**src/rtl/hazard_pkg.sv**
```systemverilog
// Shared definitions for the hazard controller and the execute-stage operand muxes.
package hazard_pkg;

    // Select encoding for the 3:1 SrcA/SrcB muxes in front of the ALU.
    localparam logic [1:0] FWD_RD = 2'b00;
    localparam logic [1:0] FWD_W  = 2'b01;
    localparam logic [1:0] FWD_M  = 2'b10;

    typedef enum logic {
        RUN      = 1'b0,
        MEM_WAIT = 1'b1
    } mem_state_t;

endpackage

```
**src/rtl/hazard_ctrl_fwd_sel.sv**
```systemverilog
// Operand forwarding select for one ALU source: the M stage wins over W, and x0 is never forwarded.
module fwd_sel
    import hazard_pkg::*;
(
    input  logic [4:0] Rs,
    input  logic [4:0] RdM,
    input  logic       RegWriteM,
    input  logic [4:0] RdW,
    input  logic       RegWriteW,
    output logic [1:0] Fwd
);

    always_comb begin
        // NOTE: default first so no path through the block leaves Fwd unassigned (no latch).
        Fwd = FWD_RD;
        if (RegWriteM && (RdM != 5'd0) && (RdM == Rs)) begin
            Fwd = FWD_M;
        end else if (RegWriteW && (RdW != 5'd0) && (RdW == Rs)) begin
            Fwd = FWD_W;
        end
    end

endmodule

```
**src/rtl/hazard_ctrl.sv**
```systemverilog
// Execute-stage hazard control: forwarding selects, load-use/branch/memory-wait stall and flush,
// memory-timeout recovery and a saturating stall performance counter.
module hazard_ctrl
    import hazard_pkg::*;
#(
    parameter int MEM_TIMEOUT = 16,
    parameter int CNT_W       = 32
) (
    input  logic             clk,
    input  logic             rst,
    input  logic [4:0]       Rs1D,
    input  logic [4:0]       Rs2D,
    input  logic [4:0]       Rs1E,
    input  logic [4:0]       Rs2E,
    input  logic [4:0]       RdE,
    input  logic             RegWriteE,
    input  logic             ResultSrcE,
    input  logic             MemWriteE,
    input  logic             PCSrcE,
    input  logic             mem_ready,
    output logic [1:0]       ForwardAE,
    output logic [1:0]       ForwardBE,
    output logic             StallF,
    output logic             StallD,
    output logic             StallE,
    output logic             StallM,
    output logic             FlushD,
    output logic             FlushE,
    output logic             mem_err,
    output logic [CNT_W-1:0] stall_count
);

    localparam int              WAIT_W   = $clog2(MEM_TIMEOUT + 1);
    localparam logic [WAIT_W-1:0] WAIT_MAX = WAIT_W'(MEM_TIMEOUT);

    logic [4:0]        RdM, RdW;
    logic              RegWriteM, RegWriteW, MemReqM;
    mem_state_t        state, next_state;
    logic [WAIT_W-1:0] wait_cnt, next_wait_cnt;
    logic              timeout, memstall, lwstall;

    fwd_sel u_fwd_a (
        .Rs(Rs1E), .RdM(RdM), .RegWriteM(RegWriteM), .RdW(RdW), .RegWriteW(RegWriteW), .Fwd(ForwardAE)
    );
    fwd_sel u_fwd_b (
        .Rs(Rs2E), .RdM(RdM), .RegWriteM(RegWriteM), .RdW(RdW), .RegWriteW(RegWriteW), .Fwd(ForwardBE)
    );

    // On timeout the stalled access is abandoned so the pipeline can drain.
    assign timeout  = (state == MEM_WAIT) && (wait_cnt == WAIT_MAX) && !mem_ready;
    assign memstall = MemReqM && !mem_ready && !timeout;
    assign lwstall  = ResultSrcE && (RdE != 5'd0) && ((RdE == Rs1D) || (RdE == Rs2D));

    always_comb begin
        StallF = 1'b0;
        StallD = 1'b0;
        StallE = 1'b0;
        StallM = 1'b0;
        FlushD = 1'b0;
        FlushE = 1'b0;
        if (memstall) begin
            StallF = 1'b1;
            StallD = 1'b1;
            StallE = 1'b1;
            StallM = 1'b1;
        end else if (PCSrcE) begin
            FlushD = 1'b1;
            FlushE = 1'b1;
        end else if (lwstall) begin
            StallF = 1'b1;
            StallD = 1'b1;
            FlushE = 1'b1;
        end
    end

    // NOTE: sequential state uses non-blocking assignments so every register samples pre-edge values.
    always_ff @(posedge clk or negedge rst) begin
        if (!rst) begin
            RdM       <= 5'd0;
            RegWriteM <= 1'b0;
            MemReqM   <= 1'b0;
            RdW       <= 5'd0;
            RegWriteW <= 1'b0;
        end else if (!StallM) begin
            RdM       <= RdE;
            RegWriteM <= RegWriteE;
            MemReqM   <= ResultSrcE | MemWriteE;
            RdW       <= RdM;
            RegWriteW <= RegWriteM;
        end
    end

    always_comb begin
        next_state    = state;
        next_wait_cnt = wait_cnt;
        unique case (state)
            RUN: begin
                if (memstall) begin
                    next_state    = MEM_WAIT;
                    next_wait_cnt = WAIT_W'(1);
                end
            end
            MEM_WAIT: begin
                if (mem_ready || timeout) begin
                    next_state    = RUN;
                    next_wait_cnt = '0;
                end else begin
                    next_wait_cnt = wait_cnt + WAIT_W'(1);
                end
            end
            default: begin
                next_state    = RUN;
                next_wait_cnt = '0;
            end
        endcase
    end

    always_ff @(posedge clk or negedge rst) begin
        if (!rst) begin
            state       <= RUN;
            wait_cnt    <= '0;
            mem_err     <= 1'b0;
            stall_count <= '0;
        end else begin
            state    <= next_state;
            wait_cnt <= next_wait_cnt;
            if (timeout) begin
                mem_err <= 1'b1;
            end
            if (StallF && (stall_count != {CNT_W{1'b1}})) begin
                stall_count <= stall_count + CNT_W'(1);
            end
        end
    end

endmodule

```
**config.mk**
```make
export PLATFORM = sky130hd
export DESIGN_NAME = hazard_ctrl
export DESIGN_NICKNAME = d
export VERILOG_FILES = /design/src/rtl/hazard_pkg.sv /design/src/rtl/hazard_ctrl_fwd_sel.sv /design/src/rtl/hazard_ctrl.sv
export SDC_FILE = /design/constraint.sdc
export NUM_CORES = 1
export LEC_CHECK = 0
export ABC_AREA = 1
export CORE_ASPECT_RATIO = 0.9
export CORE_UTILIZATION = 45
export CTS_CLUSTER_DIAMETER = 150
export CTS_CLUSTER_SIZE = 25
export DETAILED_ROUTE_END_ITERATION = 16
export PLACE_DENSITY = 0.74
export SLEW_MARGIN = 20
export SYNTH_ARGS = -nofsm -noshare
export SYNTH_HDL_FRONTEND = slang
export SYNTH_SLANG_ARGS = --single-unit
```
**constraint.sdc**
```tcl
create_clock -name clk -period 2.2 [get_ports clk]
set_clock_uncertainty 0.1 [all_clocks]
set_input_delay 0.44 -clock clk [delete_from_list [all_inputs] [get_ports clk]]
set_output_delay 0.44 -clock clk [all_outputs]
set_load 0.02 [all_outputs]
```
==> flow_summary.toml, run 1 <==
[status]
outcome = "finished, final reports clean"

[synth]
avgSynthCellArea_sq_um = 6.91
netlist_area_sq_um = 3450
synth_warnings = 0
yosysTopAreaCell = "dfrtp_1"
synthTopCellsByArea = "dfrtp_1 38%, nand2_1 18%, inv_1 8.2%, nand3_1 8.1%, xor2_1 5.3%"
syn_inst = 499
synth_top_area_share_pct = 37.7
ys_seq_area_share_pct = 37.7
synthesis.nets = 534
ys_seq_elements = 52
synth_cell_types = 25

[hold_path]
min_from = "mem_err"
min_path_type = "reg -> reg"

[layout]
finalInstanceArea_sq_um = 4730
final_core_util_pct = 65.5
drive_gt1_share_pct = 14.1
insertedDiodeCount = 0
fillerInstances = 618
area_growth_pct = 37.2
fin_cells = 705
mostFrequentLayoutCell = "nand2_1"
num-nets-final = 646
final_cell_mix = "160 x nand2_1, 71 x inv_1, 53 x nand3_1, 52 x dfrtp_1, 45 x buf_4"

[critical_path]
critical_path_class = "reg -> out"
path_delay_family = "simple AND/OR/NAND/NOR gates"
worst_ep_required_time_ps = 1660
path_cells = "inv_2, ha_4, nand4_1, nor2_2, nor2_4, nand2_4, nand3_2, nand2_2, buf_6"
startpoint = "wait_cnt[0]"
crit_buf_inv = 2
crit_arrival_ps = 1620
critPathCaptureType = "output port"
critPathSlowestCell = "dfrtp_1"
cpPeakStageDelay_ps = 400
worstPathMaxFanout = 7
rr_startpoint = "wait_cnt[1]"
critPathLaunchType = "register"

[placement]
dpl_cell_area_sq_um = 4460
hpwl_mm = 6.55
placed_cells = 685
gp_congestion = 0.899
port_buffers = 74
dpl_worst_slack_ps = -640

[routing]
drcViolationCount = 0
via_per_inst = 4.86
wl_mm = 8.72
first_pass_iters = 4
vias = 3426
wl_per_cell_microns = 12.4
drtIter0Drc = 216
antenna_left = 0

[sta]
worst_pin_slew_ps = 485
maxSlewViolCount = 0
setup_viol = 0
hold_violations = 0
fmax_ghz = 0.462
grt_setup_unrepaired = "yes"
min_period_over_period_pct = 98.3
fin_hold_ws_ps = 372
finalSetupTns_ps = 0
fin_crit_ps = 2160
finalWorstSetupSlack_ps = 36.9
slew-limit-headroom_pct = 67.7

[global_routing]
antenna_found_initial = 0
overflow = 0
grt_pass1_wl_mm = 14.8
grt_max_degree = 42
track_usage_pct = 22.9
grt_pass1_vias = 3242

[clock_tree]
clock_path_buffers = 2
insertion_delay_ps = 300
htree_levels = 2
cts_made_buffers = 5
cts-root-buf = "clkbuf_8"
cts_tree = "built"
cts.clk_slew.worst_paths_ps = 90
cts.sinks = 52

[run]
drv_cap = 0

[power]
power_mw = 2.42
p_per_area_nw_per_um2 = 513
leakagePower_nw = 2.41
ir_drop_mv = 0.287

[floorplan]
die_h_microns = 85.0
ios = 75
num_rows = 29
core-area_sq_um = 7220
die_w_microns = 94.3
die_area_sq_um = 8010
start_util_pct = 47.7
==> synthesized netlist by cell type (all sizes together) <==
library cell,n
buf,11
clkbuf,1
dfrtp,52
ha,3
inv,75
nand2,167
nand3,58
nand4,10
nor2,47
nor3,10
nor4,2
o21ai,21
o22ai,2
o31ai,1
or3,1
xnor2,17
xor2,21
==> worst min-delay path, delay by kind of cell (launching register included) <==
| family | cells | cell delay, ps |
|---|---|---|
| DFF | 1 | 350 |
| AOI/OAI and AO/OA | 1 | 50 |
| buffers and inverters | 1 | 40 |
==> final timing paths <==
kind	endpoint	slack, ps	cells past startpoint
hold / removal	mem_err	370	2
min in group asynchronous	wait_cnt[2]	520	2
hold reg to reg	mem_err	370	2
setup reg to reg	stall_count[4]	200	11
max in group asynchronous	stall_count[18]	840	3
setup / recovery	FlushE	40	9
==> layer usage <==
| layer | wire length (microns) | track usage (%) | part of all wire, % | vias up |
|---|---|---|---|---|
| li1 | - | - | - | 1768 |
| met1 | 4140 | 31.6 | 48 | 1565 |
| met2 | 4040 | 37.0 | 46 | 87 |
| met3 | 456 | 4.48 | 5.2 | 6 |
| met4 | 84 | 4.90 | 0.96 | 0 |
| met5 | 0 | 0 | 0 | - |
==> sequential cells by signal, summed over array words and instances (netlist names) <==
signal,cells
stall_count,32
RdM,5
RdW,5
wait_cnt,5
MemReqM,1
RegWriteM,1
RegWriteW,1
mem_err,1
state,1
==> what timing repair did <==
item	CTS	global route
pin swaps	14	14
setup endpoints to repair	29	30
hold buffers	1	0
resized for setup	81	20
setup buffers	4	7
hold endpoints to repair	20	0
==> cell type report <==
class | count | area (sq um) | share of cell area (%)
flip-flops and latches | 52 | 1300 | 27.5
clock inverters | 2 | 35.0 | 0.741
clock buffers | 6 | 72.6 | 1.53
repair buffers | 117 | 1050 | 22.2
inverters | 75 | 282 | 5.95
well taps | 93 | 116 | 2.46
multi-input cells | 360 | 1870 | 39.6
==> cell families after synthesis <==
logic type | count (synthesis) | synth area share [%]
buf+inv | 87 | 10.7
fa+ha+maj | 3 | 1.09
flops | 52 | 37.7
simple gates | 295 | 37.2
xor+xnor | 38 | 9.66
compound gates | 24 | 3.63
==> power breakdown <==
part | internal (mW) | switching [mW] | leakage, nW | total (mW)
clock network | 0.338 | 0.317 | 0.0552 | 0.655
logic | 0.312 | 0.338 | 1.66 | 0.650
registers | 1.03 | 0.0920 | 0.685 | 1.12
total | 1.68 | 0.747 | 2.41 | 2.42
Note: power is estimated with default switching activity, not from simulation.
==> run 2, diff against run 1 <==
- CTS_BUF_LIST: default -> sky130_fd_sc_hd__clkbuf_16
==> run 2 against run 1 <==
- non-clock buffer count shrank 4
- via count grew 0.70%
- worst hold slack lost 360 ps
- core utilization grew 0.087 points
- first-iteration DRC count shrank 7.9%
- final area grew 0.13%
- die area is the same
- count of clock-buffer cells in the layout shrank 1
- critical endpoint unchanged
- highest routed layer unchanged
==> flow_summary.toml, run 2 (synthesis gave the netlist of run 1 again) <==
[floorplan]
start_util_pct = 47.7
ios = 75
die_h_microns = 85.0
die_w_microns = 94.3
core-area_sq_um = 7220
num_rows = 29
die_area_sq_um = 8010

[critical_path]
worstRegToRegCells = 10
crit_buf_inv = 2
critPathSlowestCell = "dfrtp_1"
critPathCaptureType = "output port"
crit_arrival_ps = 1600
worstPathMaxFanout = 7
path_delay_family = "simple AND/OR/NAND/NOR gates"
r2r-end = "stall_count[25]"
cpPeakStageDelay_ps = 390
critPathLaunchType = "register"
rr_startpoint = "stall_count[0]"
critical_path_class = "reg -> out"
worst_ep_required_time_ps = 1660
rrSetupSlack_ps = 210
path_cells = "inv_2, ha_4, nand4_1, nor2_2, nor2_4, nand2_4, nand3_2, nand2_2, buf_6"

[sta]
finalWorstSetupSlack_ps = 56.3
worst_pin_slew_ps = 491
fin_hold_ws_ps = 12.6
slew-limit-headroom_pct = 67.3
hold_violations = 0
setup_viol = 0
fmax_ghz = 0.466
fin_crit_ps = 2140
maxSlewViolCount = 0
min_period_over_period_pct = 97.4

[layout]
fillerInstances = 616
multi_input_area_sq_um = 1850
final_core_util_pct = 65.6
regMostFlops = "stall_count"
finalInstanceArea_sq_um = 4740
regArea_sq_um = 1300
area_growth_pct = 37.4
largest_reg_flops = 32
num-nets-final = 642
final_cell_mix = "160 x nand2_1, 72 x inv_1, 54 x nand3_1, 52 x dfrtp_1, 42 x nor2_1"
insertedDiodeCount = 0
mostFrequentLayoutCell = "nand2_1"
drive_gt1_share_pct = 13.2

[hold_path]
min_path_type = "in -> async"

[routing]
drcViolationCount = 0
via_per_inst = 4.92
vias = 3450
wl_mm = 8.70
drtIter0Drc = 199
wl_per_cell_microns = 12.4
first_pass_iters = 4
antenna_left = 0

[power]
switching_share_pct = 28.9
p_sw_mw = 0.755
pwr-share-comb_pct = 24.2
clockPowerShare_pct = 33.0
power_mw = 2.62
seqPwrFrac_pct = 42.9
leakagePower_nw = 2.41
p_per_area_nw_per_um2 = 552
intPower_mw = 1.86
ir_drop_mv = 0.349

[placement]
dpl_cell_area_sq_um = 4460
port_buffers = 74
gp_congestion = 0.899
dpl_worst_slack_ps = -640
hpwl_mm = 6.55

[global_routing]
antenna_found_initial = 0
grt_pass1_wl_mm = 14.8
overflow = 0
grt_pass1_vias = 3234
track_usage_pct = 23.0
grt_max_degree = 42

[clock_tree]
clock_path_buffers = 2
cts-root-buf = "clkbuf_16"
cts.clk_slew.worst_paths_ps = 70
htree_levels = 2
cts.sinks = 52
insertion_delay_ps = 280
cts_tree = "built"
cts_made_buffers = 5

[status]
outcome = "finished, final reports clean"

[run]
drv_cap = 0
==> run 2: how the worst max path moves through the flow <==
stage                      startpoint      to  slack, ps  cells after the start
after CTS                 wait_cnt[0]  FlushE         -4                      9
after global placement         RdE[0]  StallD       -600                     10
after floorplan           wait_cnt[0]  StallF         40                     10
final                     wait_cnt[1]  FlushE         60                      9
after detailed placement       RdE[0]  StallF       -640                     10
after global routing      wait_cnt[1]  FlushE        -50                      9
==> run 2: worst reg2reg max path: cells and delay by family (launching register included) <==
| kind | cells | cell delay [ps] |
|---|---|---|
| AND/OR/NAND/NOR | 9 | 1160 |
| adder cells (fa/ha/maj) | 1 | 220 |
| flip-flops | 1 | 410 |
==> run 2: layout make-up <==
cell class / instances / share of cell area, %
Clock buffer: 5 / 2.64
Timing Repair Buffer: 113 / 21.6
Multi-Input combinational cell: 360 / 39.1
Clock inverter: 3 / 0.819
Sequential cell: 52 / 27.5
Inverter: 75 / 5.94
Tap cell: 93 / 2.46
==> run 2: power groups by stage <==
stage | logic [mW] | clock network [mW] | registers, mW
after CTS | 0.613 | 0.876 | 1.12
after global routing | 0.698 | 0.930 | 1.14
after detailed placement | 0.607 | 0 | 1.14
final | 0.632 | 0.863 | 1.12
after global placement | 0.590 | 0 | 1.13
after floorplan | 0.277 | 0 | 1.17
==> run 2: timing repair <==
| action | 4_1_cts | 5_1_grt |
|---|---|---|
| hold buffers | 0 | 0 |
| resized for setup | 76 | 21 |
| pin swaps | 14 | 13 |
| endpoints found under the setup margin | 36 | 29 |
| buffers inserted | 3 | 5 |
==> run 2: per-stage QoR <==
step                std cells  setup TNS (ps)
finish                    701               0
global route              701            -136
CTS                       696           -3.97
detailed placement        685          -16930
global placement          685          -14800
floorplan                 499               0
==> run 2: routing by layer <==
metal | vias up | share of wire [%] | GRT usage, %
met2 | 99 | 46 | 36.9
met5 | - | 0 | 0
met4 | 0 | 0.92 | 4.48
met3 | 6 | 4.5 | 4.12
li1 | 1764 | - | -
met1 | 1581 | 49 | 32.5
